[config.mk]
export PLATFORM = sky130hd
export DESIGN_NAME = scan_seq_4_16
export DESIGN_NICKNAME = d
export VERILOG_FILES = /design/src/rtl/scan_pkg.sv /design/src/rtl/scan_dwell_cnt.sv /design/src/rtl/scan_seq_4_16.sv
export SDC_FILE = /design/constraint.sdc
export NUM_CORES = 1
export LEC_CHECK = 0
export BUFFER_PORTS_ARGS = -buffer_cell sky130_fd_sc_hd__buf_4
export CAP_MARGIN = 0
export CELL_PAD_IN_SITES_DETAIL_PLACEMENT = 0
export CELL_PAD_IN_SITES_GLOBAL_PLACEMENT = 1
export CORE_ASPECT_RATIO = 0.8
export CORE_MARGIN = 1
export CORE_UTILIZATION = 45
export CTS_CLUSTER_DIAMETER = 120
export DETAILED_ROUTE_END_ITERATION = 16
export MAX_ROUTING_LAYER = met4
export PLACE_DENSITY_LB_ADDON = 0.1
export SETUP_SLACK_MARGIN = 0.05
export SYNTH_ARGS = -nofsm -noshare
export SYNTH_HDL_FRONTEND = slang
export SYNTH_SLANG_ARGS = --single-unit
[constraint.sdc]
create_clock -name clk_in -period 5.6 [get_ports clk_in]
set_clock_uncertainty 0.1 [all_clocks]
set_input_delay 1.68 -clock clk_in [delete_from_list [all_inputs] [get_ports clk_in]]
set_output_delay 1.68 -clock clk_in [all_outputs]
set_load 0.005 [all_outputs]
[src/rtl/scan_pkg.sv]
// Shared constants and state encoding for the 4-to-16 scan sequencer.
// The channel constants are also used by the decoder it drives.
package scan_pkg;

  localparam logic [1:0] ST_IDLE   = 2'd0;
  localparam logic [1:0] ST_ACTIVE = 2'd1;
  localparam logic [1:0] ST_BLANK  = 2'd2;

  localparam int NUM_CH = 16;
  localparam int SEL_W  = 4;

  typedef enum logic [1:0] {
    S_IDLE   = ST_IDLE,
    S_ACTIVE = ST_ACTIVE,
    S_BLANK  = ST_BLANK
  } state_t;

  // Channel advance wraps naturally through 15 -> 0.
  function automatic logic [SEL_W-1:0] next_ch(
    input logic [SEL_W-1:0] c
  );
    return c + 1'b1;
  endfunction

endpackage

[src/rtl/scan_dwell_cnt.sv]
// Loadable down-counter that stops at zero.
// Shared by the dwell and blanking phases of the scan sequencer.
module scan_dwell_cnt #(
  parameter int W = 8
) (
  input  logic         clk,
  input  logic         rst,
  input  logic         load,
  input  logic [W-1:0] load_val,
  output logic [W-1:0] value,
  output logic         zero
);

  always_ff @(posedge clk) begin
    if (rst) begin
      value <= '0;
    end else if (load) begin
      value <= load_val;
    end else if (value != '0) begin
      value <= value - 1'b1;
    end
  end

  assign zero = (value == '0);

endmodule

[src/rtl/scan_seq_4_16.sv]
// Registered scan sequencer driving a 4-to-16 decoder's select and
// active-low enable, with programmable dwell and blanking gap.
module scan_seq_4_16
  import scan_pkg::*;
#(
  parameter int DWELL_W   = 8,
  parameter int BLANK_CYC = 1
) (
  input  logic               clk_in,
  input  logic               rst_in,
  input  logic               start_in,
  input  logic               stop_in,
  input  logic               mode_in,
  input  logic [SEL_W-1:0]   first_in,
  input  logic [SEL_W-1:0]   last_in,
  input  logic [DWELL_W-1:0] dwell_in,
  output logic [SEL_W-1:0]   sel_out,
  output logic               en_n_out,
  output logic               busy_out,
  output logic               wrap_out,
  output logic               done_out
);

  localparam int BW = (BLANK_CYC > 1) ? $clog2(BLANK_CYC) : 1;
  localparam int CW = (DWELL_W > BW) ? DWELL_W : BW;
  localparam logic [CW-1:0] BLANK_M1 =
    CW'((BLANK_CYC > 0) ? BLANK_CYC - 1 : 0);

  state_t           state;
  logic             mode_q;
  logic [SEL_W-1:0] first_q;
  logic [SEL_W-1:0] last_q;
  logic [CW-1:0]    dwell_m1;

  logic [CW-1:0]    in_m1;
  logic             cnt_load;
  logic [CW-1:0]    cnt_val;
  logic [CW-1:0]    remain_unused;
  logic             cnt_zero;
  logic             at_last;

  // A zero dwell request behaves as a single-cycle dwell.
  always_comb begin
    in_m1 = '0;
    if (dwell_in != '0) in_m1 = CW'(dwell_in - 1'b1);
  end

  assign at_last = (sel_out == last_q);

  always_comb begin
    cnt_load = 1'b0;
    cnt_val  = dwell_m1;
    unique case (state)
      S_IDLE: begin
        cnt_load = start_in;
        cnt_val  = in_m1;
      end
      S_ACTIVE: begin
        cnt_load = cnt_zero;
        if (BLANK_CYC > 0) cnt_val = BLANK_M1;
      end
      S_BLANK: begin
        cnt_load = cnt_zero;
      end
      default: ;
    endcase
  end

  scan_dwell_cnt #(
    .W (CW)
  ) u_cnt (
    .clk      (clk_in),
    .rst      (rst_in),
    .load     (cnt_load),
    .load_val (cnt_val),
    .value    (remain_unused),
    .zero     (cnt_zero)
  );

  always_ff @(posedge clk_in) begin
    if (rst_in) begin
      state    <= S_IDLE;
      sel_out  <= '0;
      en_n_out <= 1'b1;
      busy_out <= 1'b0;
      wrap_out <= 1'b0;
      done_out <= 1'b0;
      mode_q   <= 1'b0;
      first_q  <= '0;
      last_q   <= '0;
      dwell_m1 <= '0;
    end else begin
      wrap_out <= 1'b0;
      done_out <= 1'b0;
      unique case (state)
        S_IDLE: begin
          if (start_in && !stop_in) begin
            mode_q   <= mode_in;
            first_q  <= first_in;
            last_q   <= last_in;
            dwell_m1 <= in_m1;
            sel_out  <= first_in;
            en_n_out <= 1'b0;
            busy_out <= 1'b1;
            state    <= S_ACTIVE;
          end
        end
        S_ACTIVE: begin
          if (stop_in || (cnt_zero && at_last && mode_q)) begin
            state    <= S_IDLE;
            en_n_out <= 1'b1;
            busy_out <= 1'b0;
            done_out <= 1'b1;
          end else if (cnt_zero) begin
            sel_out  <= at_last ? first_q : next_ch(sel_out);
            wrap_out <= at_last;
            if (BLANK_CYC > 0) begin
              state    <= S_BLANK;
              en_n_out <= 1'b1;
            end
          end
        end
        S_BLANK: begin
          if (stop_in) begin
            state    <= S_IDLE;
            en_n_out <= 1'b1;
            busy_out <= 1'b0;
            done_out <= 1'b1;
          end else if (cnt_zero) begin
            state    <= S_ACTIVE;
            en_n_out <= 1'b0;
          end
        end
        default: begin
          state    <= S_IDLE;
          en_n_out <= 1'b1;
          busy_out <= 1'b0;
        end
      endcase
    end
  end

endmodule

==> flow_metrics.tcl <==
set metrics [dict create \
    p_per_area_mw_per_mm2 458.0 \
    netlist_area_mm2 0.001977 \
    cap_violations 0 \
    synth_cells 242 \
    power_frac_clock_pct 22.6 \
    cellLeakagePower_nw 0.9077 \
    hold_viol 0 \
    yosysTopAreaCellShare_pct 35.44 \
    synth_seq_area_share_pct 35.44 \
    die_width_um 76.11 \
    power.switching_w 0.0004257 \
    drc 0 \
    port_buffers 28 \
    combPwrFrac_pct 43.6 \
    final_util_pct 55.51 \
    cts_made_buffers 5 \
    synth_ff_type "dfxtp_1" \
    drt.antenna.violating_nets 0 \
    first_pass_iters 4 \
    crit_required_ns 5.73 \
    clk_pin_slew_ns 0.08 \
    antenna_found_initial 0 \
    grt_overflow_total 0 \
    dp.cells 316 \
    final_nets 296 \
    power_w 0.001069 \
    tns_ns 0 \
    area_growth_syn_to_layout_pct 18.04 \
    cts-root-buf "clkbuf_8" \
    timing.hold.ws_ns 0.3621 \
    p_int_w 0.0006430 \
    crit_path_end_kind "register" \
    initial_core_util_pct 47.02 \
    avgViaCountPerCell 5.494 \
    grt_use_total_pct 21.70 \
    seqPwrFrac_pct 33.9 \
    diodes 0 \
    rows 21 \
    max-slew-margin-rel_pct 47.25 \
    finalWirelength_um 4704 \
    status "finished clean" \
    crit_arrival_ns 3.26 \
    finalMaxSlewViolations 0 \
    grt_pass1_wl_um 7541 \
    grt_pass1_vias 1488 \
    cts_hold_buf 0 \
    cts_tree "yes" \
    rsz0062_at_grt "false" \
    synth.avg_cell_area_um2 8.169 \
    critPathMaxFanout 19 \
    synth_top_area_cell "dfxtp_1" \
    fmax_mhz 319.1 \
    synth_nets 272 \
    synth_area_leaders "dfxtp_1 (35%), a21oi_1 (6.8%), nand2_1 (6.8%)" \
    cts.sink_count 35 \
    synth.distinct_cells 43 \
    swShare_pct 39.83 \
    path_class "in -> reg" \
    hp-class "reg -> reg" \
    synth-edff-count 0 \
    fin_crit_sh_pct 55.96 \
    wl_per_cell_um 14.52 \
    core-area_mm2 0.004204 \
    cts_resized 0 \
    post-route-min-period_ns 3.134 \
    fin_cells 324 \
    die_height_um 61.28 \
    drive_gt1_share_pct 17.60 \
    dieArea_mm2 0.004664 \
    yosys_warnings 0 \
    grt_max_degree 34 \
    clk_latency_ns 0.29 \
    htreeDepth 2 \
    drt-initial-drc-count 116 \
    cts_buffer_depth 2 \
    start_kind "primary input" \
    via_count 1780 \
    gp_congestion 0.7885 \
    ir_worst_vdd_mv 0.2329 \
    cts_setup_buffers 0 \
    ys_ff_latch 35 \
    tightest_slew_ns 0.7890 \
    setup_violations 0 \
    ys_async_sr_fraction_pct 0 \
    boundaryPins 29 \
    dp_hpwl_um 3303 \
]
==> area by class of cell <==
cell class	count	area [um^2]
multi-input cells	187	1200
clock inverters	2	35.03
well taps	57	71.32
inverters	9	33.78
flip-flops and latches	35	700.7
fillers	393	1871
clock buffers	6	82.58
repair buffers	28	210.2
==> final timing paths <==
check                   start  slack, ns           to  cells after the start
setup / recovery      stop_in       2.47  dwell_m1[2]                      6
setup reg to reg     state[0]       3.00  dwell_m1[2]                      6
hold / removal    dwell_m1[7]       0.36  dwell_m1[7]                      2
hold reg to reg   dwell_m1[7]       0.36  dwell_m1[7]                      2
==> flip-flops by register name (all words and copies together) (netlist names), 2 cells and up <==
name         count
last_q           4
first_q          4
dwell_m1         8
sel_out          4
state            2
u_cnt.value      8
==> critical path, cell delays in order <==
cell and delay, ns:
buf_4 0.15, inv_1 0.07, nand3_1 0.56, nor2_1 0.55, a22oi_1 0.13, nor2_1 0.11
==> through the flow <==
stage	area [um^2]	setup WS, ns
final	2333	2.466
after global placement	2216	2.244
after global routing	2333	2.271
after CTS	2333	2.461
after floorplan	1977	2.674
after detailed placement	2216	2.164
==> layout by cell type (no fill, tap or decap), types with 2 or more instances in the layout <==
cell type and instances:
nand4_1 3, or3_1 2, nand2b_1 2, a22oi_1 7
nand2_1 36, nor2b_1 2, a221oi_1 5, a21oi_1 27
nand3_1 3, xnor2_1 11, a311oi_1 4, nor3_1 8
inv_1 9, mux2i_1 2, a211oi_1 4, clkbuf_8 6
o21ai_0 7, xor2_1 4, nor2_1 23, buf_4 28
ha_1 9, nor3b_1 4, o211ai_1 5, dfxtp_1 35
nand3b_1 2
==> metal layers <==
layer / GRT usage, % / up-vias / wire (um)
li1: - / 911 / -
met1: 31.65 / 829 / 2483
met2: 30.00 / 36 / 2003
met3: 4.444 / 4 / 190
met4: 5.769 / 0 / 27
met5: - / - / 0
==> kinds of logic (layout without fill, tap and decap cells) <==
family          Yosys count  in the layout  share of synthesized area (%)
fa+ha+maj                 9              9                          5.696
xor+xnor                 15             15                          6.645
simple gates             94             94                          24.11
mux                       3              3                          1.582
buf+inv                  20             45                          3.860
compound gates           66             66                          22.66
flops                    35             35                          35.44
==> power groups by stage <==
stage	Combinational (W)	Clock [W]	Sequential, W
2_1_floorplan	0.000351	0	0.000354
3_3_place_gp	0.000457	0	0.000367
3_5_place_dp	0.000460	0	0.000367
4_1_cts	0.000463	0.000242	0.000362
5_1_grt	0.000519	0.000256	0.000370
6_report	0.000466	0.000241	0.000362
==> synthesized netlist by cell type (all sizes together), types with 2 or more instances <==
| cell | number |
|---|---|
| o31ai | 3 |
| nand2b | 2 |
| a221oi | 5 |
| a211oi | 4 |
| inv | 9 |
| xnor2 | 11 |
| nor3 | 8 |
| nand3 | 4 |
| nor3b | 4 |
| a311oi | 4 |
| nand3b | 2 |
| or3 | 3 |
| nand2 | 36 |
| a22oi | 7 |
| ha | 9 |
| nor2 | 23 |
| buf | 2 |
| nor2b | 2 |
| nand4 | 4 |
| mux2i | 2 |
| xor2 | 4 |
| o21ai | 8 |
| dfxtp | 35 |
| a21oi | 27 |
| clkbuf | 9 |
| o211ai | 5 |
No activity file was read; power rests on OpenSTA's default activity.
